[src/rtl/imsic_msi_arbiter.sv]
// imsic_msi_arbiter: round-robin arbiter over MSI requesters feeding a one-entry output stage
// that issues setipnum writes to the targeted interrupt file; invalid requests are dropped and counted.
module imsic_msi_arbiter #(
  parameter int NR_REQ = 4,
  parameter int NR_SRC_LEN = 32,
  parameter int NR_SRC = 64,
  parameter int NR_INTP_FILES = 2,
  localparam int FILE_W = NR_INTP_FILES > 1 ? $clog2(NR_INTP_FILES) : 1,
  localparam int PTR_W = NR_REQ > 1 ? $clog2(NR_REQ) : 1
) (
  input  logic                                        i_clk,
  input  logic                                        i_rst,
  input  logic [NR_REQ-1:0]                           i_req_valid,
  input  logic [NR_REQ-1:0][FILE_W-1:0]               i_req_file,
  input  logic [NR_REQ-1:0][NR_SRC_LEN-1:0]           i_req_id,
  output logic [NR_REQ-1:0]                           o_req_ready,
  input  logic [NR_INTP_FILES-1:0]                    i_file_busy,
  output logic [NR_INTP_FILES-1:0][NR_SRC_LEN-1:0]    o_setipnum,
  output logic [NR_INTP_FILES-1:0]                    o_setipnum_we,
  output logic [15:0]                                 o_drop_cnt,
  output logic                                        o_busy
);
  typedef enum logic {EMPTY, FULL} state_t;
  state_t                state_q, state_d;
  logic [FILE_W-1:0]     file_q, file_d;
  logic [NR_SRC_LEN-1:0] id_q, id_d;
  logic [PTR_W-1:0]      rr_q, rr_d;
  logic [15:0]           drop_q, drop_d;
  logic [PTR_W-1:0]      win, idx;
  logic                  found, drain, can_accept, hs, invalid, load;
  logic [FILE_W-1:0]     w_file;
  logic [NR_SRC_LEN-1:0] w_id;
  // Walk offsets from farthest to nearest so the requester closest to rr_q wins.
  always_comb begin
    win = '0;
    idx = '0;
    found = 1'b0;
    for (int i = NR_REQ - 1; i >= 0; i--) begin
      idx = PTR_W'((int'(rr_q) + i) % NR_REQ);
      if (i_req_valid[idx]) begin
        win = idx;
        found = 1'b1;
      end
    end
  end
  assign drain      = state_q == FULL && !i_file_busy[file_q];
  assign can_accept = state_q == EMPTY || drain;
  assign hs         = found && can_accept && !i_rst;
  assign w_file     = i_req_file[win];
  assign w_id       = i_req_id[win];
  assign invalid    = w_id == '0 || w_id >= NR_SRC_LEN'(NR_SRC) || int'(w_file) >= NR_INTP_FILES;
  assign load       = hs && !invalid;
  assign o_req_ready = hs ? NR_REQ'(1) << win : '0;
  always_comb begin
    state_d = load ? FULL : (drain ? EMPTY : state_q);
    file_d  = load ? w_file : file_q;
    id_d    = load ? w_id : id_q;
    rr_d    = hs ? (win == PTR_W'(NR_REQ - 1) ? '0 : win + 1'b1) : rr_q;
    drop_d  = hs && invalid && drop_q != 16'hFFFF ? drop_q + 16'd1 : drop_q;
  end
  always_ff @(posedge i_clk or posedge i_rst) begin
    if (i_rst) begin
      state_q <= EMPTY;
      file_q  <= '0;
      id_q    <= '0;
      rr_q    <= '0;
      drop_q  <= '0;
    end else begin
      state_q <= state_d;
      file_q  <= file_d;
      id_q    <= id_d;
      rr_q    <= rr_d;
      drop_q  <= drop_d;
    end
  end
  for (genvar g = 0; g < NR_INTP_FILES; g++) begin : g_file
    assign o_setipnum_we[g] = drain && file_q == FILE_W'(g);
    assign o_setipnum[g]    = o_setipnum_we[g] ? id_q : '0;
  end
  assign o_drop_cnt = drop_q;
  assign o_busy     = state_q == FULL;
endmodule

[config.mk]
export PLATFORM = sky130hd
export DESIGN_NAME = imsic_msi_arbiter
export DESIGN_NICKNAME = d
export VERILOG_FILES = /design/src/rtl/imsic_msi_arbiter.sv
export SDC_FILE = /design/constraint.sdc
export NUM_CORES = 1
export LEC_CHECK = 0
export ABC_CLOCK_PERIOD_IN_PS = 5000
export CAP_MARGIN = 10
export CELL_PAD_IN_SITES_DETAIL_PLACEMENT = 1
export CELL_PAD_IN_SITES_GLOBAL_PLACEMENT = 1
export CORE_ASPECT_RATIO = 1.4
export CORE_MARGIN = 3
export CORE_UTILIZATION = 26
export CTS_CLUSTER_DIAMETER = 200
export DETAILED_ROUTE_END_ITERATION = 10
export GPL_TIMING_DRIVEN = 0
export PLACE_DENSITY_LB_ADDON = 0.08
export SKIP_LAST_GASP = 1
export SLEW_MARGIN = 10
export SYNTH_ARGS = -nofsm -noshare
export SYNTH_HDL_FRONTEND = slang
export SYNTH_SLANG_ARGS = --single-unit
[constraint.sdc]
create_clock -name i_clk -period 5 [get_ports i_clk]
set_input_delay 0.75 -clock i_clk [delete_from_list [all_inputs] [get_ports i_clk]]
set_output_delay 0.75 -clock i_clk [all_outputs]
set_load 0.03 [all_outputs]
# Word level (Yosys, flattened, before mapping)
# Cells that the tools add are included.
dict set report totals {
  register_bits 52
  memories 0
  ramBits 0
  mem_bits_ro 0
  latchBits 0
  output_inout_bits 87
}
dict set report op_classes {
  order_cmp 7
  n_eq_ne 2
  reduce_logical 15
  mul 0
  muxes 28
  n_addsub 5
  shift 1
  div_mod_pow 0
  bitwise_logic 2
}
# op count
set op_table {}
lappend op_table {{two-way mux 32 bit} 3}
lappend op_table {{binary-select mux 32 bit (select 2 bit)} 1}
lappend op_table {{>= comparator 32 x 7 -> 1 bit (second input constant)} 1}
lappend op_table {{logical NOT 32 bit} 1}
lappend op_table {{adder 16 x 1 -> 16 bit (second input constant)} 1}
lappend op_table {{inequality test 16 bit (second input constant)} 1}
lappend op_table {{less-than comparator 2 x 3 -> 1 bit (second input constant)} 5}
lappend op_table {{two-way mux 1 bit} 13}
lappend op_table {{binary-select mux 1 bit (select 2 bit)} 5}
lappend op_table {{two-way mux 2 bit} 5}
lappend op_table {{logical AND 1 bit} 8}
lappend op_table {{adder 2 x 1 -> 2 bit (second input constant)} 2}
lappend op_table {{adder 2 bit (second input constant)} 2}
lappend op_table {{two-way mux 4 bit} 1}
lappend op_table {{left shift 1 x 2 -> 4 bit (first input constant)} 1}
lappend op_table {{logical NOT 1 bit} 3}
lappend op_table {{equality test 2 bit (second input constant)} 1}
lappend op_table {{logical OR 1 bit} 2}
lappend op_table {{less-than comparator 1 x 2 -> 1 bit (second input constant)} 1}
lappend op_table {{inverter 1 bit} 2}
lappend op_table {{nonzero test 2 bit} 1}

# Longest topological paths before layout
# Gate-level depths: netlist of run 1.
dict set report logic_depth {
  depth_word 14
  ltp_mapped 12
}

# Worst setup path before layout of run 1
# Ideal clock, no wire load.
dict set report synth_timing {
  path_type {input to register}
  start {input port i_req_valid[2]}
  end {register id_q[0]}
  slack_ps 1887
  cell_stages 12
  setup_ps 125
  path_buffers 3
  arrival_time_ps 2988
  t_required_ps 4875
  cell_sequence {mux2i_1 nor2_1 nor3_2 inv_2 buf_4 mux4_2 nor4_2 a21oi_1 and2_1 buf_2 buf_6 mux2_4}
}
dict set report synth_via {
  elab_chain_cells 12
  word_cells_on_any_way 25
  cone_classes {1 x order compare; 18 x mux; 6 x reduce/logical}
}
# item line
set synth_rtl {}
lappend synth_rtl {{start, declared} 13} ;# input logic [NR_REQ-1:0] i_req_valid,
lappend synth_rtl {{binary-select mux 1 bit (select 2 bit)} 40} ;# if (i_req_valid[idx]) begin
lappend synth_rtl {{two-way mux 1 bit (not written as such)} 40}
lappend synth_rtl {{two-way mux 2 bit (4 in a row)} 40}
lappend synth_rtl {{binary-select mux 32 bit (select 2 bit)} 50} ;# assign w_id = i_req_id[win];
lappend synth_rtl {{two-way mux 32 bit (not written as such)} 50}
lappend synth_rtl {{>= comparator 32 x 7 -> 1 bit / logical NOT 32 bit (equally long branches)} 51} ;# assign invalid = w_id == '0 || w_id >= NR_SRC_LEN'(NR_SRC) || int'(w_file) >= NR_INTP_FILES;
lappend synth_rtl {{logical OR 1 bit} 51}
lappend synth_rtl {{logical NOT 1 bit} 52} ;# assign load = hs && !invalid;
lappend synth_rtl {{logical AND 1 bit} 52}
lappend synth_rtl {{end signal, assigned} 71} ;# id_q <= id_d;
lappend synth_rtl {{end, declared} 26} ;# logic [NR_SRC_LEN-1:0] id_q, id_d;
# Parallel ways exist; a longest one is shown, timed or not. The select of a mux whose other input is x is not followed.
# A chain may end at the register's enable or synchronous reset.

# Final worst setup path of run 1
dict set report layout_timing {
  start {input port i_file_busy[0]}
  end {output port o_req_ready[3]}
}
dict set report layout_via {
  elab_chain_cells 8
}
# item line
set layout_rtl {}
lappend layout_rtl {{start, declared} 17} ;# input logic [NR_INTP_FILES-1:0] i_file_busy,
lappend layout_rtl {{two-way mux 1 bit (not written as such) (2 in a row)} 46} ;# assign drain = state_q == FULL && !i_file_busy[file_q];
lappend layout_rtl {{logical NOT 1 bit} 46}
lappend layout_rtl {{logical AND 1 bit} 46}
lappend layout_rtl {{logical OR 1 bit} 47} ;# assign can_accept = state_q == EMPTY || drain;
lappend layout_rtl {{logical AND 1 bit (2 in a row)} 48} ;# assign hs = found && can_accept && !i_rst;
lappend layout_rtl {{two-way mux 4 bit} 53} ;# assign o_req_ready = hs ? NR_REQ'(1) << win : '0;
lappend layout_rtl {{end, declared} 16} ;# output logic [NR_REQ-1:0] o_req_ready,
# No other way between the ends. The select of a mux whose other input is x is not followed.

==> key figures, run 1 <==
Outcome
  • Status: complete, no violations

Min path
  • Cells on Worst Hold Path: 1
  • Worst hold path type: flip-flop to flip-flop

Drt
  • DR vias: around 3200
  • DR pass1 iterations: 4
  • DR WL met3: about 900 um
  • Average wire per standard cell: 17.30 um
  • Met2 wire len: 6.774 mm
  • Routed vias/inst: 4.690
  • Final ANT Viol Nets: 0
  • Top Metal Used: met4
  • Wire length on met1: 3.870 mm
  • WL final: between 10 and 15 mm
  • Drc violations: 0
  • DRT iter0 DRCs: 50

Layout
  • Reg area: approximately 1300 um^2
  • ANT cells: 0
  • Share of layout cells above drive strength 1: 0.05431
  • Multi-input gate area in the final layout: 1632 um^2
  • Fill cells: ~1300
  • Synth-to-Final Area Change: 86.23%
  • Post-route cell area: 5634 um^2
  • Final net count: 678

Worst setup path
  • Startpoint Class: input pin
  • Cells along the critical path: clkdlybuf4s50_1, mux2_2, a211oi_1, and2_1, clkdlybuf4s50_1
  • Worst Path Buf+Inv: 2
  • Worst-path fanout max: 9
  • Worst r2r path cells: 11
  • Top delay family on crit path: buffers and inverters
  • Cell mode on critical path: clkdlybuf4s50_1
  • Slowest-stage cell, CP: a211oi_1
  • Worst setup EP type: primary output
  • Worst path depth: 5
  • Arr. time, crit path: about 3300 ps
  • Required @ worst endpoint: about 4300 ps
  • Worst Setup Path Type: input pin to primary output
  • CP max stage delay: between 900 and 1000 ps

Timing
  • Final Hold Viols: 0
  • Final Critical Period: about 4100 ps
  • Unrepaired setup endpoints after global routing: false
  • Setup TNS: 0 ps
  • Final Max Tran Viols: 0
  • Least-Margin Pin Slew: 1111 ps
  • Max-slew headroom: 0.2549
  • Final setup violation count: 0
  • Fmax: approximately 0.24 GHz
  • Clk_skew: 6.589 ps
  • Tcrit/Tclk final: 0.8187

Yosys
  • Cell area after synthesis: 3025 um^2
  • Post-synthesis sequential area ratio: 0.4301
  • Synth Warn #: 0
  • Async set-reset flop share out of synthesis: 1.000
  • Synth Flop Type: dfrtp_1
  • Synthesis-stage register bit count: 52
  • Post-synth EDFFs: 0
  • Mean Syn Cell Area: between 10 and 15 um^2
  • Synthesized Nets: around 440
  • Cell variety after synth: 37
  • Post-synthesis instance total: around 300

Placed design
  • GPL Wtd Cong: around 0.82
  • Area after DPL: 5488 um^2
  • PortBufs: roughly 230
  • Hpwl dp: just over 10 mm

CTS
  • Clock slew at reported path FFs: around 70 ps
  • Hold buffer count at cts: 0
  • Post-CTS repair timing setup buffer count: 0
  • Root Buffer: clkbuf_16
  • Sink Count: between 50 and 60
  • CTS tree: built
  • Worst-Skew Late Latency: ~300 ps
  • Max H-tree Level: 2
  • TritonCTS buffer count: 5
  • CTS Buffer Depth: 2
  • Post_cts resized: 0

Power and ir drop
  • Worst VDD drop: between 0.00015 and 0.0002 V
  • P_leak: 2.388 nW
  • PD cells: ~240 nW/um^2

Floorplan
  • Core box area: between 10000 and 15000 um^2
  • Die height: roughly 130 um
  • Starting density of the core: 0.2668
  • Row cnt: 46
  • IO Count: 227
  • Die ar.: roughly 13000 um^2
  • Die Wd: just under 100 um

GRT
  • Vias in the first global route: roughly 3500
  • Gr usage total: 0.1780
  • Largest net degree at the start of global routing: 39
  • Antenna violations before repair: 0
  • First-pass GRT wire length: 18.15 mm
  • Global route overflow: 0

Flow run
  • Max Cap Viol: 0
registers in the layout (all words and copies together), names as in the netlist:
| name | cells |
|---|---|
| o_drop_cnt | 16 |
| id_q | 32 |
| o_busy | 1 |
| file_q | 1 |
| rr_q | 2 |
worst paths after layout:
path,start,to,slack (ps)
setup / recovery,i_file_busy[0],o_req_ready[3],910
hold / removal,o_drop_cnt[10]$_DFFE_PP0P_,o_drop_cnt[10]$_DFFE_PP0P_,500
setup reg to reg,rr_q[1]$_DFFE_PP0P_,o_busy$_DFFE_PP0P_,1770
hold reg to reg,o_drop_cnt[10]$_DFFE_PP0P_,o_drop_cnt[10]$_DFFE_PP0P_,500
max in group asynchronous,i_rst,o_drop_cnt[13]$_DFFE_PP0P_,3710
min in group asynchronous,i_rst,id_q[28]$_DFFE_PP0P_,770
worst register-to-register path: stages, from the launching register on:
cell	delay, ps
dfrtp_1	440
a21oi_1	180
o21a_1	130
o22a_1	150
clkbuf_1	510
mux4_2	450
nor4_2	350
a21oi_1	110
and2_1	150
buf_2	170
buf_1	260
a21o_1	220
per-stage QoR:
step	setup WS, ps	utilization	hold slack, ps	instances	total power, W
2_1_floorplan	1887	-	463.7	299	0.0007498
3_3_place_gp	935.3	0.4822	484.5	669	0.0009921
3_5_place_dp	842.6	0.4840	489.4	670	0.001007
4_1_cts	841.9	0.4969	506.3	678	0.001359
5_1_grt	726.7	0.4969	534.9	678	0.001409
6_report	906.5	0.4969	501.7	678	0.001338
cells in the mapped netlist, types with 5 or more instances:
cell / n / area [um^2]
nor2_1: 10 / 37.54
mux4_2: 6 / 135.1
dfrtp_1: 52 / 1301
and2_1: 69 / 431.7
nor3_1: 9 / 45.04
nor4_1: 26 / 162.7
nand4_1: 6 / 37.54
mux2_1: 5 / 56.30
xor2_1: 11 / 96.34
nor2b_1: 26 / 162.7
a21oi_1: 6 / 30.03
inv_1: 7 / 26.28
nand3_1: 7 / 35.03
nand2_1: 5 / 18.77
clkbuf_1: 7 / 26.28
ha_1: 5 / 62.56
mux2i_1: 5 / 50.05
final cells by class:
type / instances / area share
clock inverters: 3 / 0.003775
well taps: 144 / 0.03198
repair buffers: 227 / 0.4051
clock buffers: 5 / 0.02221
multi-input cells: 226 / 0.2896
inverters: 8 / 0.005330
flip-flops and latches: 52 / 0.2310
plain buffers: 13 / 0.01110
per-layer routing:
layer | global-route usage | vias up
li1 | - | 1503
met1 | 0.1678 | 1512
met2 | 0.3714 | 157
met3 | 0.04191 | 8
met4 | 0.04840 | 0
met5 | 0 | -
cell families after synthesis:
logic type,after synthesis,synth area share
DFF,52,0.4301
and+or+nand+nor,172,0.3437
muxes,22,0.1059
xor gates and xnor gates,15,0.04342
AOI/OAI and AO/OA,12,0.02565
adders and majority gates,5,0.02068
buffers and inverters,21,0.03061
power by group:
part	internal [W]	leakage, nW	switching [W]
clock network	0.000187	0.0702	0.000160
registers	0.000457	0.695	0.0000498
logic	0.000251	1.62	0.000233
layout by cell type (no fill, tap or decap), types with 4 or more instances in the layout:
cell and instances:
clkdlybuf4s50_1 226, and2_1 69, dfrtp_1 52, nor4_1 26, nor2b_1 26, xor2_1 11
nor2_1 10, nor3_1 9, clkbuf_1 7, nand3_1 7, a21oi_1 6, inv_1 6
mux4_2 6, nand4_1 6, mux2i_1 5, nand2_1 5, mux2_1 5, ha_1 5
clkbuf_16 5, or4_1 4, and3_1 4, xnor2_1 4
No activity file was read; power rests on OpenSTA's default activity.
==> run 2, diff against run 1 <==
Settings changed: ABC_CLOCK_PERIOD_IN_PS 5000 to 3300, CORE_UTILIZATION 26 to 22.
Clock period 5 ns to 3.3 ns, I/O delays scaled along.
==> run 2 against run 1 <==
Combinational power grew 54%. Flip-flop and latch count is the same. Total power grew 53%. Worst hold slack gained 3.7 ps. Via count grew 1.0%. Setup slack lost 740 ps. Cell count grew 5.8%. Design area grew 2.1%. Die area grew 17%. Critical path type unchanged. Highest routed layer is now met5.
==> key figures, run 2 (synthesized netlist as in run 1, its figures left out) <==
Drt
  • WL final: between 10 and 15 mm
  • DR vias: around 3200
  • Average wire per standard cell: approximately 18 um
  • Final ANT Viol Nets: 0
  • Routed vias/inst: 4.481
  • DR pass1 iterations: 4
  • Drc violations: 0
  • DRT iter0 DRCs: 42

Layout
  • Final net count: slightly below 700
  • Post-route cell area: 5753 um^2
  • Share of layout cells above drive strength 1: 0.07103
  • Most frequent cells in the layout: 221 x clkdlybuf4s50_1, 69 x and2_1, 52 x dfrtp_1
  • Top reg by flops: id_q
  • Most common cell after layout, fill and taps aside: clkdlybuf4s50_1
  • Max reg flops: 32
  • Synth-to-Final Area Change: 90.16%
  • Fill cells: about 1600
  • ANT cells: 0

Min path
  • Hold Crit Endpoint: id_q[27]$_DFFE_PP0P_
  • Worst min-delay path startpoint: id_q[27]$_DFFE_PP0P_
  • Cells on Worst Hold Path: 1
  • Worst hold path type: flip-flop to flip-flop

Floorplan
  • Row cnt: 50
  • Core box area: 13390 um^2
  • IO Count: 227
  • Die Wd: between 100 and 150 um
  • Die height: about 140 um
  • Die ar.: about 15000 um^2
  • Starting density of the core: 0.2260

CTS
  • Sink Count: 52
  • Hold buffer count at cts: 0
  • Max H-tree Level: 2
  • CTS tree: built
  • CTS Buffer Depth: 2
  • Root Buffer: clkbuf_16
  • Clock slew at reported path FFs: approximately 70 ps
  • Worst-Skew Late Latency: 290 ps
  • TritonCTS buffer count: 5

Placed design
  • Hpwl dp: between 10 and 15 mm
  • PortBufs: ~230
  • GPL Wtd Cong: about 0.74
  • Area after DPL: 5535 um^2

Worst setup path
  • RR Endpoint: id_q[2]$_DFFE_PP0P_
  • Required @ worst endpoint: roughly 2800 ps
  • Startpoint Class: input pin
  • CP max stage delay: about 700 ps
  • Worst setup EP type: primary output
  • Cell mode on critical path: clkdlybuf4s50_1
  • Worst Setup Path Type: input pin to primary output
  • Top delay family on crit path: buffers and inverters
  • Worst Setup SP: i_file_busy[0]
  • Worst Path Buf+Inv: 2
  • Slowest-stage cell, CP: clkdlybuf4s50_1
  • Cells along the critical path: clkdlybuf4s50_1, mux2_2, a211oi_4, and2_1, clkdlybuf4s50_1
  • Worst R2R Setup Slack: 330 ps
  • Worst-path fanout max: 9
  • Arr. time, crit path: approximately 2600 ps
  • R2R Path Start: rr_q[1]$_DFFE_PP0P_
  • Worst r2r path cells: 12

Timing
  • Final setup violation count: 0
  • Unrepaired setup endpoints after global routing: false
  • Max-slew headroom: 0.6255
  • Final Hold Viols: 0
  • Final Critical Period: about 3100 ps
  • Final Max Tran Viols: 0
  • Fmax: ~0.32 GHz
  • Least-Margin Pin Slew: 556.7 ps
  • Tcrit/Tclk final: 0.9497
  • Setup TNS: 0 ps
  • Clk_skew: approximately 4.8 ps

Power and ir drop
  • P_leak: approximately 2.5 nW
  • Worst VDD drop: ~0.00019 V
  • PD cells: 356.8 nW/um^2

Outcome
  • Status: complete, no violations

Flow run
  • Max Cap Viol: 0

GRT
  • First-pass GRT wire length: between 15 and 20 mm
  • Largest net degree at the start of global routing: 37
  • Global route overflow: 0
  • Gr usage total: 0.1607
  • Antenna violations before repair: 4
  • Vias in the first global route: 3438
## run 2: timing repair
action,in CTS,in global routing
setup endpoints to repair,84,30
pin swaps,1,1
gates cloned,0,0
resized for setup,10,8
setup buffers,1,0
## run 2: where the power goes
| part | internal, W | switching (W) | leakage, nW |
|---|---|---|---|
| clock network | 0.000304 | 0.000235 | 0.0772 |
| logic | 0.000391 | 0.000354 | 1.68 |
| registers | 0.000692 | 0.0000773 | 0.695 |
## run 2: layout make-up
type | count | area, um^2 | share of cell area
Multi-Input combinational cell | 226 | 1673 | 0.2908
Inverter | 8 | 30.03 | 0.005220
Tap cell | 182 | 227.7 | 0.03958
Sequential cell | 52 | 1301 | 0.2262
Buffer | 13 | 73.82 | 0.01283
Clock inverter | 2 | 13.76 | 0.002392
Clock buffer | 6 | 138.9 | 0.02414
Timing Repair Buffer | 228 | 2295 | 0.3989
## run 2: how the worst max path moves through the flow
stage                                     end  slack (ps)  depth (start not counted)
after floorplan           id_q[0]$_DFFE_PP0P_         440                         12
after global placement     o_busy$_DFFE_PP0P_        -510                         12
after detailed placement   o_busy$_DFFE_PP0P_        -580                         12
after CTS                 id_q[2]$_DFFE_PP0P_         -10                         13
after global routing      id_q[2]$_DFFE_PP0P_          30                         12
final                          o_req_ready[2]         170                          5
## run 2: per-stage QoR
stage	total power, W	instances	setup slack [ps]	hold WS [ps]	util
floorplan	0.001136	299	441.6	463.7	-
finish	0.002053	717	165.9	505.3	0.4297
global placement	0.001498	707	-514.5	488.9	0.4120
global route	0.002172	717	26.83	532.0	0.4297
CTS	0.002087	717	-11.66	512.0	0.4278
detailed placement	0.001515	708	-581.2	495.0	0.4135
## run 2: routing by layer
metal,up-vias,track usage,part of all wire
li1,1515,-,-
met1,1504,0.1599,0.36
met2,173,0.3250,0.54
met4,8,0.03317,0.0093
met5,-,0,0.0036
met3,13,0.05016,0.083
## run 2: worst register-to-register path, stage by stage (launching register included)
cell     delay (ps)
dfrtp_1         450
mux2i_1         220
nor2_1           70
nor3_2          170
inv_2            80
buf_8           160
mux4_2          490
nor4_4          330
a21oi_1         100
and2_1          160
buf_2           170
buf_6           170
mux2_4          300
